$ cat config.mk
export PLATFORM = sky130hd
export DESIGN_NAME = instruction_sequencer
export DESIGN_NICKNAME = d
export VERILOG_FILES = /design/src/rtl/instruction_sequencer.sv
export SDC_FILE = /design/constraint.sdc
export NUM_CORES = 1
export LEC_CHECK = 0
export BUFFER_PORTS_ARGS = -buffer_cell sky130_fd_sc_hd__buf_2
export CORE_MARGIN = 2
export CORE_UTILIZATION = 35
export DETAILED_ROUTE_END_ITERATION = 10
export GPL_TIMING_DRIVEN = 1
export PLACE_DENSITY = 0.67
export RECOVER_POWER = 50
export SETUP_SLACK_MARGIN = 0.3
export SLEW_MARGIN = 0
export SYNTH_ARGS = -nofsm -noshare
export SYNTH_HDL_FRONTEND = slang
export SYNTH_SLANG_ARGS = --single-unit
export TNS_END_PERCENT = 1
$ cat constraint.sdc
create_clock -name clk -period 3.6 [get_ports clk]
set_input_delay 0.72 -clock clk [delete_from_list [all_inputs] [get_ports clk]]
set_output_delay 0.72 -clock clk [all_outputs]
set_load 0.1 [all_outputs]
$ cat src/rtl/instruction_sequencer.sv
// MSP430 (non-extended) fetch/decode/sequence control. Drives the register-file
// control inputs from the latched instruction word and the current sequencer state.
module instruction_sequencer #(
    parameter int RESET_STATE_CYCLES = 1
) (
    input  logic        clk,
    input  logic        reset,
    input  logic [15:0] MDB,
    input  logic [15:0] PC,
    input  logic [15:0] operand,
    input  logic        Zcurrent,
    input  logic        Vcurrent,
    input  logic        Ncurrent,
    input  logic        Ccurrent,
    output logic [1:0]  MO,
    output logic [3:0]  srcA,
    output logic [3:0]  dstA,
    output logic [1:0]  As,
    output logic        Ad,
    output logic        OneOp,
    output logic        BW,
    output logic        incSrc,
    output logic        incDst,
    output logic        indirect,
    output logic        RW,
    output logic [3:0]  resultA,
    output logic        SRW,
    output logic        BranchExecute,
    output logic [15:0] BranchAddress,
    output logic        memWrite,
    output logic [15:0] srcOffset,
    output logic [15:0] dstOffset,
    output logic [15:0] IR,
    output logic        illegal
);

    localparam logic [2:0] S_IDLE     = 3'd0;
    localparam logic [2:0] S_FETCH    = 3'd1;
    localparam logic [2:0] S_DECODE   = 3'd2;
    localparam logic [2:0] S_SRC_OFS  = 3'd3;
    localparam logic [2:0] S_DST_OFS  = 3'd4;
    localparam logic [2:0] S_PUSH_DEC = 3'd5;
    localparam logic [2:0] S_EXEC     = 3'd6;

    localparam int CW = (RESET_STATE_CYCLES > 1) ? $clog2(RESET_STATE_CYCLES) : 1;
    localparam logic [CW-1:0] CNT_LAST = CW'(RESET_STATE_CYCLES - 1);

    logic [2:0]    state_q, state_d;
    logic [15:0]   ir_q, ir_d;
    logic [15:0]   src_ofs_q, src_ofs_d;
    logic [15:0]   dst_ofs_q, dst_ofs_d;
    logic [CW-1:0] cnt_q, cnt_d;

    // Instruction classification, all from the latched IR.
    logic       is_jump, is_fmt1, is_fmt2, fmt2_ok, is_illegal;
    logic       is_push, is_call, need_src, need_dst, dst_mem;
    logic       no_wb, srw_op, jump_taken;
    logic [3:0] op1, src_reg;
    logic [2:0] op2;
    logic [1:0] as_f;
    logic [15:0] jump_tgt;
    logic [2:0] after_src, after_dst;

    always_comb begin
        op1      = ir_q[15:12];
        op2      = ir_q[9:7];
        as_f     = ir_q[5:4];
        is_jump  = (ir_q[15:13] == 3'b001);
        is_fmt1  = (op1 >= 4'h4);
        is_fmt2  = (ir_q[15:10] == 6'b000100);
        fmt2_ok  = is_fmt2 && (op2 != 3'd6) && (op2 != 3'd7);
        // Anything that is not a jump, a format-I op or a supported format-II op traps.
        is_illegal = !(is_jump || is_fmt1 || fmt2_ok);
        is_push  = fmt2_ok && (op2 == 3'd4);
        is_call  = fmt2_ok && (op2 == 3'd5);
        src_reg  = is_fmt2 ? ir_q[3:0] : ir_q[11:8];
        need_src = (is_fmt1 || fmt2_ok) &&
                   (((as_f == 2'b01) && (src_reg != 4'd3)) ||
                    ((as_f == 2'b11) && (src_reg == 4'd0)));
        need_dst = is_fmt1 && ir_q[7];
        // A format-II operand is read-modify-write, so its destination follows As.
        dst_mem  = is_fmt1 ? ir_q[7] : (as_f != 2'b00);
        no_wb    = is_fmt1 && ((op1 == 4'h9) || (op1 == 4'hB));
        srw_op   = (is_fmt1 && (op1 != 4'h4) && (op1 != 4'hC) && (op1 != 4'hD)) ||
                   (fmt2_ok && ((op2 == 3'd0) || (op2 == 3'd2) || (op2 == 3'd3)));
        case (ir_q[12:10])
            3'b000:  jump_taken = !Zcurrent;
            3'b001:  jump_taken = Zcurrent;
            3'b010:  jump_taken = !Ccurrent;
            3'b011:  jump_taken = Ccurrent;
            3'b100:  jump_taken = Ncurrent;
            3'b101:  jump_taken = !(Ncurrent ^ Vcurrent);
            3'b110:  jump_taken = Ncurrent ^ Vcurrent;
            default: jump_taken = 1'b1;
        endcase
        jump_tgt  = PC + {{5{ir_q[9]}}, ir_q[9:0], 1'b0};
        after_dst = (is_push || is_call) ? S_PUSH_DEC : S_EXEC;
        after_src = need_dst ? S_DST_OFS : after_dst;
    end

    always_comb begin
        state_d   = state_q;
        ir_d      = ir_q;
        src_ofs_d = src_ofs_q;
        dst_ofs_d = dst_ofs_q;
        cnt_d     = cnt_q;
        case (state_q)
            S_IDLE: begin
                if (cnt_q == CNT_LAST) state_d = S_FETCH;
                else                   cnt_d   = cnt_q + 1'b1;
            end
            S_FETCH: begin
                ir_d    = MDB;
                state_d = S_DECODE;
            end
            S_DECODE: begin
                if (is_jump || is_illegal) state_d = S_FETCH;
                else if (need_src)         state_d = S_SRC_OFS;
                else                       state_d = after_src;
            end
            S_SRC_OFS: begin
                src_ofs_d = MDB;
                state_d   = after_src;
            end
            S_DST_OFS: begin
                dst_ofs_d = MDB;
                state_d   = after_dst;
            end
            S_PUSH_DEC: state_d = S_EXEC;
            S_EXEC:     state_d = S_FETCH;
            default:    state_d = S_IDLE;
        endcase
    end

    always_ff @(posedge clk or negedge reset) begin
        if (!reset) begin
            state_q   <= S_IDLE;
            ir_q      <= '0;
            src_ofs_q <= '0;
            dst_ofs_q <= '0;
            cnt_q     <= '0;
        end else begin
            state_q   <= state_d;
            ir_q      <= ir_d;
            src_ofs_q <= src_ofs_d;
            dst_ofs_q <= dst_ofs_d;
            cnt_q     <= cnt_d;
        end
    end

    assign IR        = ir_q;
    assign srcOffset = src_ofs_q;
    assign dstOffset = dst_ofs_q;
    // Non-extended destination modes are register or indexed only, so never auto-incremented.
    assign incDst    = 1'b0;

    always_comb begin
        MO            = 2'd0;
        srcA          = '0;
        dstA          = '0;
        As            = '0;
        Ad            = 1'b0;
        OneOp         = 1'b0;
        BW            = 1'b0;
        incSrc        = 1'b0;
        indirect      = 1'b0;
        RW            = 1'b0;
        resultA       = '0;
        SRW           = 1'b0;
        BranchExecute = 1'b0;
        BranchAddress = '0;
        memWrite      = 1'b0;
        illegal       = 1'b0;
        if (is_fmt1 || is_fmt2) begin
            srcA  = src_reg;
            dstA  = ir_q[3:0];
            As    = as_f;
            Ad    = is_fmt1 && ir_q[7];
            OneOp = is_fmt2;
            BW    = ir_q[6];
        end
        case (state_q)
            S_FETCH: MO = 2'd1;
            S_DECODE: begin
                illegal = is_illegal;
                if (is_jump && jump_taken) begin
                    BranchExecute = 1'b1;
                    BranchAddress = jump_tgt;
                end
            end
            S_SRC_OFS, S_DST_OFS: MO = 2'd2;
            S_PUSH_DEC: MO = 2'd3;
            S_EXEC: begin
                indirect = as_f[1];
                // R2/R3 in autoincrement mode are constant generators, R0 is an immediate.
                incSrc   = (as_f == 2'b11) && (src_reg != 4'd0) &&
                           (src_reg != 4'd2) && (src_reg != 4'd3);
                RW       = !dst_mem && !no_wb && !is_push && !is_call;
                resultA  = RW ? ir_q[3:0] : 4'd0;
                SRW      = srw_op;
                memWrite = (dst_mem && !no_wb) || is_push || is_call;
                if (is_call) begin
                    BranchExecute = 1'b1;
                    BranchAddress = operand;
                end
            end
            default: ;
        endcase
    end

endmodule
==> impl_results.md, run 1 <==
- Status: complete, no violations
- Largest stage delay on the critical path: 0.51 ns
- CTS Buf Count: 5
- Starting Density: 35.5%
- Nets: 532
- Crit Path Category: input pin to output pin
- Worst setup path end: BranchAddress[9]
- Worst Path Required: 2.88 ns
- Post-Synth Adder-Cell Area: 6.06%
- Critical path launch point type: input pin
- Delay-heaviest family, CP: simple AND/OR/NAND/NOR gates
- Core footprint: 0.00906 mm2
- GRT overflow: 0
- Skew final: 0.00841 ns
- DRT iter0 DRCs: 85
- Critical-path cell list: buf_6, ha_4, fa_2, a21oi_2, nand4b_1, a21boi_2, or4b_1, o211ai_1, a22o_2, buf_12
- Slew Limit Fails: 0
- Placer Congestion: 0.901
- Relative slew margins: 21.8%
- Max-capacitance violation count: 0
- Sequential-to-total area share from yosys stat: 39.6%
- Post-route insts no fill: 575
- Simple-Gate Fraction of Synth Area: 14.7%
- Synth top cells by count: dfrtp_1, mux2_2, nand2_1
- Xor and xnor fraction of the mapped netlist area: 3.54%
- WL final: 9.14 mm
- Distinct cells, synth: 60
- Data arrival, critical path: 2.73 ns
- Die span in y: 99.9 um
- Worst Max-Slew Pin Slew: 1.18 ns
- Final period util: 95.7%
- Clk sink count: 51
- R2r startpoint: state_q[0]
- P&R area growth vs syn: 41.7%
- Worst hold path type: flop to flop
- Cell Rows: 35
- Worst-Skew Late Latency: 0.31 ns
- Post-synth top area share: 39.6%
- Drt pass-1 iters: 4
- CTS Hold Bufs: 0
- N_diodes: 0
- Mapped Nets: 376
- EDFF count, synth: 0
- Die X: 99.9 um
- Vias after detailed routing: 2988
- Vias in the first global route: 3008
- Max Buffers Root-to-Sink: 2
- FILL cells: 822
- I/O pin count: 145
- WP depth: 10
- Critical Path Sink Type: output pin
- Most numerous cell in the Yosys netlist: dfrtp_1
- Yosys reg bits: 51
- Largest net degree at the start of global routing: 52
- Avg WL per Cell: 15.9 um
- Synth Area in Compound Gates: 17.7%
- Share of cells above drive strength 1: 51.3%
- Worst r2r dst: IR[3]
- Global Route Usage Sum: 18.1%
- Root Buffer: clkbuf_8
- Port Buf Inserts: 143
- Multiplexer share of the synthesized area: 15.3%
- CP max-delay cell: or4b_1
- Synth area leaders: dfrtp_1, mux2_2, ha_1
- Post-DP HPWL: 7.08 mm
- RSZ-0062 raised after global routing: true
- Combinational family with the most area after synthesis: compound AO/OA/AOI/OAI gates
- WHS: 0.512 ns
- Hold Fails Final Rpt: 0
- Post-synth top flop: dfrtp_1
- Mapped cell area: 0.00322 mm2
- Yosys warning total: 0
- R2R cell count: 3
- Crit path max fanout: 2
- Reg clk slew, reported paths: 0.09 ns
- Post-synthesis async set-or-reset flop share: 100%
- Mapped Cells: 307
- Antenna viol nets, final: 0
- Fin util: 50.4%
- Setup slack, reg-to-reg: 1.56 ns
- Die area: 0.00999 mm2
- Inst Count DP: 561
- Vias/cell: 5.20
- Fin crit period: 3.45 ns
- CP startpoint: PC[1]
- DRC Markers: 0
- CP Buf/Inv Count: 2
- Synthesized area per cell: 10.5 um2
- Initial antenna violation count: 0
- H-tree levels: 2
- Final setup viols: 0
- Area leader, netlist: dfrtp_1
- Fmax: 290 MHz
- First-pass GRT wire length: 14.7 mm
- CTS tree: built
==> per-stage QoR <==
stage | TNS (ns) | area [um2] | worst slack [ns]
finish | 0 | 4560 | 0.154
global route | 0 | 4560 | 0.0951
CTS | 0 | 4530 | 0.151
detailed placement | 0 | 4410 | 0.0248
global placement | 0 | 4410 | 0.0527
floorplan | -2.43 | 3270 | -0.147
==> cells in the final DEF (no fill, tap or decap), drive strengths merged, types with 3 or more instances in the layout <==
cell type	n
buf	147
dfrtp	51
mux2	43
nand2	24
nor2	21
clkbuf	20
a22o	17
ha	14
o21ai	14
a21oi	12
nor2b	9
xnor2	8
a21o	8
inv	6
and2	6
xor2	5
a211oi	5
clkinv	3
or2	3
nand2b	3
nand4	3
o22ai	3
nor3	3
nand3	3
==> how the worst min path moves through the flow <==
stage	startpoint	end	slack (ns)	depth (start not counted)
finish	srcOffset[15]	srcOffset[15]	0.51	1
global placement	srcOffset[10]	srcOffset[10]	0.48	1
floorplan	reset	IR[0]	0.42	0
CTS	srcOffset[15]	srcOffset[15]	0.51	1
global route	srcOffset[10]	srcOffset[10]	0.53	1
detailed placement	srcOffset[15]	srcOffset[15]	0.49	1
==> cells by family (layout without fill, tap and decap cells) <==
kind of cell,Yosys count,in the layout
DFF,51,51
xor gates and xnor gates,13,13
and+or+nand+nor,85,85
other,1,1
buffers and inverters,19,176
adders and majority gates,15,15
muxes,44,44
AOI/OAI and AO/OA,79,79
==> flip-flops by register name (all words and copies together) (netlist names) <==
signal and count:
state_q 3, srcOffset 16, dstOffset 16, IR 16
==> final cells by class <==
class	instances	area [um2]	share of cell area (%)
clock buffer	5	68.8	1.51
multi-input combinational	237	1930	42.4
sequential	51	1280	28.2
clock inverter	3	18.8	0.411
tap	111	139	3.04
inverter	6	23.8	0.521
timing repair buffer	162	1100	24.0
==> metal layers <==
| layer | routed length, um | track usage, % |
|---|---|---|
| met3 | 698 | 4.53 |
| met4 | 63 | 3.90 |
| met5 | 0 | 0 |
| met1 | 3930 | 22.8 |
| met2 | 4460 | 31.4 |
==> timing repair <==
item                       in CTS  in global routing
gates resized for setup         5                  4
pin swaps                       5                  7
setup endpoints to repair       7                 17
setup buffers                   1                  5
Power of run 1 is not shown: default switching activity piles up to over one toggle a cycle in this logic, so the estimate is an artifact.
==> run 2: changes to the inputs <==
CELL_PAD_IN_SITES_DETAIL_PLACEMENT = 0   (was not set)
CELL_PAD_IN_SITES_GLOBAL_PLACEMENT = 2   (was not set)
CORE_UTILIZATION = 28   (was 35)
PLACE_DENSITY = 0.86   (was 0.67)
==> impl_results.md, run 2 (synthesis results as in run 1) <==
- Port Buf Inserts: 143
- Relative slew margins: -25.3%
- WL final: 9.79 mm
- Status: finished, violations left
- CTS tree: built
- Worst Path Required: 2.88 ns
- CTS Hold Bufs: 0
- Core footprint: 0.0113 mm2
- Crit Path Category: input pin to output pin
- Setup tns final: 0 ns
- Setup slack, reg-to-reg: 1.50 ns
- Worst Max-Slew Pin Slew: 1.88 ns
- Root Buffer: clkbuf_16
- Largest stage delay on the critical path: 0.48 ns
- Worst hold path type: flop to flop
- Post-route insts no fill: 600
- Vias after detailed routing: 2991
- Largest net degree at the start of global routing: 36
- CP max-delay cell: or4b_1
- Hold Fails Final Rpt: 0
- Final period util: 95.2%
- Max Buffers Root-to-Sink: 2
- Die X: 111 um
- RSZ-0062 raised after global routing: true
- Share of cells above drive strength 1: 47.0%
- P&R area growth vs syn: 42.7%
- Vias in the first global route: 2991
- First-pass GRT wire length: 15.6 mm
- Fmax: 292 MHz
- Commonest non-fill, non-tap cells in the layout: buf_2, dfrtp_1, mux2_2
- Cell Rows: 39
- Starting Density: 28.4%
- Avg WL per Cell: 16.3 um
- Slew Limit Fails: 36
- Die area: 0.0124 mm2
- Critical Path Sink Type: output pin
- Post-DP HPWL: 7.75 mm
- R2R cell count: 7
- DRC Markers: 0
- Global Route Usage Sum: 15.4%
- Crit path max fanout: 3
- Drt pass-1 iters: 4
- N_diodes: 0
- Inst Count DP: 591
- Max-capacitance violation count: 1
- GRT overflow: 0
- CTS Buf Count: 5
- Final setup viols: 0
- H-tree levels: 2
- Failing checks: capacitance limit, slew limit
- Die span in y: 111 um
- Critical path launch point type: input pin
- Worst-Skew Late Latency: 0.29 ns
- Data arrival, critical path: 2.71 ns
- Placer Congestion: 0.841
- Fin util: 40.6%
- DRT iter0 DRCs: 127
- Skew final: 0.00274 ns
- Vias/cell: 4.99
- Nets: 525
- Clk sink count: 51
- I/O pin count: 145
- Commonest non-fill, non-tap cell in the layout: buf_2
- Fin crit period: 3.43 ns
- Critical-path cell list: buf_2, ha_4, fa_2, a21oi_2, nand4b_1, a21boi_2, or4b_1, o211ai_1, a22o_2, buf_12
- Initial antenna violation count: 0
- WHS: 0.506 ns
- Antenna viol nets, final: 0
- Hold Crit Depth: 1
- Reg clk slew, reported paths: 0.06 ns
==> run 2: cell count changes in the layout (fill, tap and decap cells not counted), moves of 2 or more <==
cell and delta:
clkbuf_8 -3, clkbuf_16 +5, clkbuf_1 +18, buf_2 -16, buf_4 -7, clkinv_2 -2
==> run 2: final timing paths <==
| check | end | startpoint |
|---|---|---|
| hold reg to reg | dstOffset[11] | dstOffset[11] |
| setup / recovery | BranchAddress[9] | PC[1] |
| min in group asynchronous | dstOffset[4] | reset |
| max in group asynchronous | srcOffset[5] | reset |
| hold / removal | dstOffset[11] | dstOffset[11] |
| setup reg to reg | state_q[2] | IR[13] |
==> run 2: worst max-delay path: cells and delay by family <==
family	cells	cell delay [ns]
AND/OR/NAND/NOR	2	0.65
AO/OA/AOI/OAI	4	0.53
adder cells (fa/ha/maj)	2	0.50
buffers and inverters	2	0.28
==> run 2: timing repair <==
item                       in CTS  in global routing
pin swaps                       5                  5
buffers inserted                1                  0
gates resized for setup         5                  4
gates cloned                    0                  0
setup endpoints to repair       6                 18
==> run 2: area by class of cell <==
class / instances / area [um2]
multi-input cells: 237 / 1930
well taps: 143 / 179
repair buffers: 155 / 1020
fillers: 1172 / 6730
flip-flops and latches: 51 / 1280
inverters: 6 / 23.8
clock buffers: 8 / 156
==> run 2: per-stage QoR <==
step | setup WS, ns | instance area (um2)
after detailed placement | 0.00202 | 4440
after CTS | 0.135 | 4620
after floorplan | -0.147 | 3270
after global placement | 0.0683 | 4440
final | 0.172 | 4590
after global routing | 0.0882 | 4590
==> run 2: layer usage <==
| layer | wire length (um) | global-route usage, % |
|---|---|---|
| met5 | 0 | 0 |
| met4 | 199 | 5.27 |
| met3 | 601 | 3.55 |
| met2 | 4720 | 25.9 |
| met1 | 4270 | 19.5 |
Power of run 2 is left out for the same reason.
==> run 3: changes to the inputs <==
SLEW_MARGIN = not set   (was 0)
clock period = 3.75 ns   (was 3.6 ns; I/O delays follow)
==> impl_results.md, run 3 (synthesis results as in run 1) <==
- DRT iter0 DRCs: 110
- Delay-heaviest family, CP: simple AND/OR/NAND/NOR gates
- Global Route Usage Sum: 15.5%
- Status: finished, violations left
- Die X: 111 um
- Root Buffer: clkbuf_16
- R2R cell count: 7
- Hold Path Origin: srcOffset[8]
- Largest net degree at the start of global routing: 33
- Worst-Skew Late Latency: 0.29 ns
- Hold EP: srcOffset[8]
- Fin crit period: 3.42 ns
- Multi-input gate area: 0.00195 mm2
- Hold Crit Depth: 1
- Worst Path Required: 3.00 ns
- RSZ-0062 raised after global routing: true
- Max Buffers Root-to-Sink: 2
- R2r startpoint: IR[13]
- P&R area growth vs syn: 44.7%
- Share of cells above drive strength 1: 48.4%
- Initial antenna violation count: 0
- Critical path launch point type: input pin
- Slew Limit Fails: 33
- Clk sink count: 51
- Sequential Area: 0.00129 mm2
- Critical Path Sink Type: output pin
- N_diodes: 0
- Data arrival, critical path: 2.67 ns
- DRC Markers: 0
- Core footprint: 0.0113 mm2
- Die area: 0.0124 mm2
- Drt pass-1 iters: 4
- Hold Fails Final Rpt: 0
- FILL cells: 1178
- WP depth: 10
- Largest stage delay on the critical path: 0.46 ns
- Setup slack, reg-to-reg: 1.64 ns
- Avg WL per Cell: 16.3 um
- Die span in y: 111 um
- Vias/cell: 4.98
- Placer Congestion: 0.842
- Starting Density: 28.4%
- Relative slew margins: -18.9%
- Cell Rows: 39
- Crit path max fanout: 2
- Post-DP HPWL: 7.79 mm
- CTS tree: built
- WL final: 9.88 mm
- CP max-delay cell: or4b_1
- Commonest non-fill, non-tap cells in the layout: buf_2, mux2_2, dfrtp_1
- GRT overflow: 0
- Nets: 531
- H-tree levels: 2
- Crit Path Category: input pin to output pin
- Fin util: 41.2%
- Final period util: 91.3%
- CTS Buf Count: 5
- CP Buf/Inv Count: 2
- First-pass GRT wire length: 15.6 mm
- Worst hold path type: flop to flop
- Commonest non-fill, non-tap cell in the layout: buf_2
- Port Buf Inserts: 143
- Failing checks: capacitance limit, slew limit
- Vias after detailed routing: 3018
- Max-capacitance violation count: 1
- Vias in the first global route: 2995
- Fmax: 292 MHz
- Reg clk slew, reported paths: 0.06 ns
- Antenna viol nets, final: 0
- Worst Max-Slew Pin Slew: 1.78 ns
- Final setup viols: 0
- Critical-path cell list: buf_6, ha_4, fa_2, a21oi_2, nand4b_1, a21boi_2, or4b_1, o211ai_1, a22o_2, buf_12
- Skew final: 0.00833 ns
- Worst r2r dst: state_q[2]
- I/O pin count: 145
run 3: layout make-up:
class | count | area share, %
inverter | 6 | 0.510
tap | 143 | 3.84
multi-input combinational | 237 | 41.8
clock inverter | 1 | 0.644
clock buffer | 7 | 2.85
sequential | 51 | 27.6
timing repair buffer | 161 | 22.7
run 3: per-layer routing:
layer,track usage [%],share of wire (%)
met5,0,0
met4,3.13,0.85
met3,2.95,6.6
met2,26.9,48
met1,20.3,44
run 3: worst max-delay path by stage:
stage | startpoint | end
after detailed placement | PC[1] | BranchAddress[9]
after floorplan | IR[12] | As[0]
final | PC[1] | BranchAddress[9]
after global routing | PC[1] | BranchAddress[5]
after global placement | PC[1] | BranchAddress[9]
after CTS | PC[1] | BranchAddress[9]
run 3: stage by stage:
stage	cells	setup TNS (ns)	hold slack [ns]	worst slack (ns)	cell area [um2]
after floorplan	307	-0.166	0.454	-0.0273	3270
after global placement	589	0	0.485	0.0956	4410
after detailed placement	589	0	0.491	0.0660	4410
after CTS	606	0	0.506	0.265	4660
after global routing	606	0	0.520	0.253	4660
final	606	0	0.505	0.325	4660
run 3: worst reg2reg max path, stage by stage, from the launching register on:
cell and delay, ns:
dfrtp_2 0.47, nor4b_4 0.50, nand2_2 0.15, clkinv_2 0.12
a31oi_1 0.10, o32ai_2 0.27, a21oi_1 0.14, or2_1 0.24
run 3: what timing repair did:
item | CTS | global route
gates resized for setup | 5 | 11
pin swaps | 6 | 5
setup buffers | 9 | 0
hold buffers | 0 | 0
endpoints found under the setup margin | 4 | 8
Power of run 3 is left out for the same reason.
